--- config.mk ---
export PLATFORM = sky130hd
export DESIGN_NAME = reg_dump_reader
export DESIGN_NICKNAME = d
export VERILOG_FILES = /design/src/rtl/reg_dump_reader.sv
export SDC_FILE = /design/constraint.sdc
export NUM_CORES = 1
export LEC_CHECK = 0
export ABC_AREA = 1
export CAP_MARGIN = 20
export CELL_PAD_IN_SITES_DETAIL_PLACEMENT = 0
export CELL_PAD_IN_SITES_GLOBAL_PLACEMENT = 1
export CORE_AREA = 2 2 65 114
export CTS_CLUSTER_SIZE = 30
export DETAILED_ROUTE_END_ITERATION = 8
export DIE_AREA = 0 0 67 116
export GPL_TIMING_DRIVEN = 0
export PLACE_DENSITY = 0.86
export SETUP_SLACK_MARGIN = 0.2
export SLEW_MARGIN = 20
export SYNTH_ARGS = -nofsm -noshare
export SYNTH_HDL_FRONTEND = slang
export SYNTH_SLANG_ARGS = --single-unit
--- constraint.sdc ---
create_clock -name clk -period 1.9 [get_ports clk]
set_input_delay 0.285 -clock clk [delete_from_list [all_inputs] [get_ports clk]]
set_output_delay 0.285 -clock clk [all_outputs]
set_load 0.02 [all_outputs]
--- src/rtl/reg_dump_reader.sv ---
// Sequential register-file dump engine: walks registers 0..NUM_REGS-1 through the
// asynchronous read port and streams (index, value) pairs over valid/ready.
module reg_dump_reader #(
  parameter int NUM_REGS  = 32,
  parameter bit SKIP_ZERO = 1'b0
) (
  input  logic        clk,
  input  logic        reset,
  input  logic        start,
  input  logic        abort,
  output logic [4:0]  rf_addr,
  input  logic [31:0] rf_dout,
  output logic        dump_valid,
  input  logic        dump_ready,
  output logic [4:0]  dump_idx,
  output logic [31:0] dump_data,
  output logic        busy,
  output logic        done,
  output logic [5:0]  sent_count
);

  localparam logic [4:0] LAST_IDX = 5'(NUM_REGS - 1);

  typedef enum logic [1:0] {
    IDLE,
    READ,
    SEND,
    DONE
  } state_t;

  state_t      state, state_nx;
  logic [4:0]  idx, idx_nx;
  logic [4:0]  dump_idx_nx;
  logic [31:0] dump_data_nx;
  logic [5:0]  sent_count_nx;

  // NOTE: sequential state uses non-blocking assignments so every register
  // samples the pre-edge value of every other register.
  always_ff @(posedge clk or posedge reset) begin
    if (reset) begin
      state      <= IDLE;
      idx        <= '0;
      dump_idx   <= '0;
      dump_data  <= '0;
      sent_count <= '0;
    end else begin
      state      <= state_nx;
      idx        <= idx_nx;
      dump_idx   <= dump_idx_nx;
      dump_data  <= dump_data_nx;
      sent_count <= sent_count_nx;
    end
  end

  // NOTE: every signal written here gets its hold value first, so no path
  // through the case statement can infer a latch.
  always_comb begin
    state_nx      = state;
    idx_nx        = idx;
    dump_idx_nx   = dump_idx;
    dump_data_nx  = dump_data;
    sent_count_nx = sent_count;

    if (abort) begin
      // Cancel leaves the captured entry and the count visible for inspection.
      state_nx = IDLE;
    end else begin
      unique case (state)
        IDLE: begin
          if (start) begin
            idx_nx        = '0;
            sent_count_nx = '0;
            state_nx      = READ;
          end
        end
        READ: begin
          dump_data_nx = rf_dout;
          dump_idx_nx  = idx;
          if (SKIP_ZERO && (rf_dout == '0)) begin
            if (idx == LAST_IDX) state_nx = DONE;
            else                 idx_nx   = idx + 5'd1;
          end else begin
            state_nx = SEND;
          end
        end
        SEND: begin
          if (dump_ready) begin
            sent_count_nx = sent_count + 6'd1;
            // Terminal compare comes before the increment so idx never wraps.
            if (idx == LAST_IDX) begin
              state_nx = DONE;
            end else begin
              idx_nx   = idx + 5'd1;
              state_nx = READ;
            end
          end
        end
        DONE:    state_nx = IDLE;
        default: state_nx = IDLE;
      endcase
    end
  end

  assign rf_addr    = idx;
  assign dump_valid = (state == SEND);
  assign busy       = (state == READ) || (state == SEND);
  assign done       = (state == DONE);

endmodule
==> flow_metrics.tcl <==
set metrics [dict create \
    status "finished, final reports clean" \
    netlist_instances 184 \
    clock_sinks 50 \
    hold_class "input pin to asynchronous set/reset pin" \
    critical_path_required_ns 1.62 \
    highest_layer "met4" \
    final_cell_mix "clkdlybuf4s50_1, dfrtp_1, mux2_2" \
    post-dp-hpwl_um 3700 \
    dieHeight_um 116 \
    clock_skew_ns 0.00302 \
    grt_pass1_vias 1650 \
    ys_ff_latch 50 \
    synth_top_family_by_area "multiplexers" \
    layout-drive-gt1-share_pct 21.7 \
    wl_met3_um 351 \
    period_minus_slack_ns 1.64 \
    path_delay_family "buffers and inverters" \
    holdWs_ns 0.343 \
    drt-met1-wl_um 1770 \
    tightest_slew_ns 0.497 \
    synthDistinctLibCells 25 \
    cts_tree "done" \
    fin_nets 325 \
    fin_cells 365 \
    p_total_mw 4.57 \
    fin_ws_ns 0.264 \
    avgSynthCellArea_um2 12.0 \
    grt_usage_pct 12.9 \
    critical-path-max-stage-delay_ns 0.65 \
    placed_area_um2 3200 \
    r2r_cells 8 \
    ioPinCount 88 \
    insertedDiodeCount 0 \
    power.leakage_nw 1.48 \
    vias 1658 \
    power_density_nw_per_um2 1360 \
    synth_compound_area_share_pct 4.32 \
    synthMuxAreaShare_pct 16.9 \
    cts_buffer_depth 2 \
    crit_fanout 4 \
    coreArea_um2 6810 \
    routed_wl_um 4790 \
    clock_latency_ns 0.29 \
    syn-num-nets 229 \
    r2r_start "state[0]$_DFFE_PP0P_" \
    hold_violations 0 \
    dp_cells 356 \
    timing.rr.end "sent_count[0]$_DFFE_PP0P_" \
    antenna_found_initial 0 \
    cp-start-kind "register" \
    syn-cell-area_um2 2200 \
    grt_max_degree 29 \
    worst-r2r-setup-slack_ns 0.35 \
    report.final.slew_viol_count 0 \
    remaining_drc_errors 0 \
    overflow 0 \
    grt_first_pass_wirelength_um 7590 \
    htree_levels 2 \
    root_buffer "clkbuf_16" \
    via_per_inst 4.54 \
    synth_seq_area_share_pct 56.8 \
    endpoint_kind "primary output" \
    cp.arrival_ns 1.35 \
    dieArea_um2 7770 \
    syn2layout_area_growth_pct 52.6 \
    die_w_um 67 \
    postRouteAntennaNets 0 \
    setup_viol 0 \
    maxSlewHeadroom_pct 66.8 \
    synth-xor-area-share_pct 0.795 \
    path_cells "clkdlybuf4s50_1" \
    numPortBuffers 87 \
    ys.warnings.count 0 \
    rsz0062_at_grt "yes" \
    final_common_cell "clkdlybuf4s50_1" \
    cap_violations 0 \
    cp.depth 1 \
    cp_slowest_cell "clkdlybuf4s50_1" \
    ir_worst_vdd_mv 0.427 \
    num_rows 40 \
    cts_buffers 5 \
    fmaxAchievable_mhz 611 \
    path_buf_inv 1 \
    post-place-ws_ns 0.131 \
    synth_fa_ha_area_share_pct 4.55 \
    dr_wl_met2_um 2580 \
    fin_area_um2 3360 \
    path_class "register to primary output" \
    clk_pin_slew_worst_paths_ns 0.07 \
    initialDrtViolationCount 83 \
    synthSimpleGateAreaFrac_pct 11.1 \
    place_congestion 0.736 \
    wl_per_cell_um 13.1 \
    postCtsHoldBufs 0 \
    firstDrtPassIters 4 \
    min_period_over_period_pct 86.1 \
    start_util_pct 32.4 \
]
## area by class of cell
cell class	instances	area, um2
buffer	6	57.6
clock buffer	6	139
clock inverter	2	12.5
fill	663	3450
inverter	17	63.8
multi-input combinational	111	843
sequential	50	1250
tap	84	105
timing repair buffer	89	887
## sequential cells by signal (all words and copies together), names as in the netlist
signal,flops
state,2
dump_idx,5
rf_addr,5
sent_count,6
dump_data,32
## where the power goes
part	internal, mW	switching (mW)
clock network	0.521	0.370
registers	1.45	0.211
logic	1.07	0.948
## kinds of logic after synthesis
group,Yosys count
and+or+nand+nor,51
xor gates and xnor gates,2
DFF,50
AOI/OAI and AO/OA,17
adders and majority gates,8
buffers and inverters,23
muxes,33
## metrics by stage
stage,setup TNS [ns],utilization [%]
4_1_cts,0,49.2
5_1_grt,0,49.4
3_3_place_gp,-27.28,46.7
2_1_floorplan,0,-
3_5_place_dp,0,47.0
6_report,0,49.4
## routing by layer
metal  vias up  GRT usage (%)
li1        803              -
met1       789           13.7
met2        61           23.0
met3         5           3.98
met4         0           5.31
met5         -              0
## synthesized netlist by cell type
cell | instances | area [um2]
nand2_4 | 1 | 11.3
or2_2 | 1 | 6.26
dfrtp_1 | 50 | 1250
buf_2 | 1 | 5.00
nor2_4 | 1 | 11.3
nand2_1 | 25 | 93.8
nand4_1 | 6 | 37.5
nor2_1 | 4 | 15.0
o21ai_0 | 8 | 40.0
mux2_2 | 31 | 349
o21a_1 | 1 | 7.51
inv_1 | 16 | 60.1
nand2_2 | 2 | 12.5
ha_1 | 8 | 100
nand3b_1 | 1 | 7.51
buf_4 | 1 | 7.51
o21ai_2 | 2 | 17.5
nor3_1 | 3 | 15.0
o21ai_1 | 4 | 20.0
nand3_1 | 7 | 35.0
mux2_1 | 2 | 22.5
a21oi_1 | 2 | 10.0
inv_2 | 1 | 3.75
buf_6 | 4 | 45.0
xor2_1 | 2 | 17.5
## what timing repair did
action	in CTS	in global routing
pin swaps	0	1
setup endpoints to repair	6	8
resized for setup	8	6
buffers inserted	0	1
## worst max-delay path by stage
stage | from | end
2_1_floorplan | rf_addr[0]$_DFFE_PP0P_ | rf_addr[1]$_DFFE_PP0P_
3_3_place_gp | reset | sent_count[3]$_DFFE_PP0P_
3_5_place_dp | state[0]$_DFFE_PP0P_ | dump_valid
4_1_cts | state[0]$_DFFE_PP0P_ | dump_valid
5_1_grt | rf_addr[0]$_DFFE_PP0P_ | rf_addr[1]$_DFFE_PP0P_
6_report | rf_addr[3]$_DFFE_PP0P_ | rf_addr[3]
## worst register-to-register path: cells and delay by family (launching register included)
| kind | cells | cell delay (ns) |
|---|---|---|
| flip-flops | 1 | 0.42 |
| buffers and inverters | 2 | 0.26 |
| adder cells (fa/ha/maj) | 1 | 0.23 |
| AND/OR/NAND/NOR | 3 | 0.38 |
| AO/OA/AOI/OAI | 2 | 0.16 |
(Power assumes the default switching activity.)
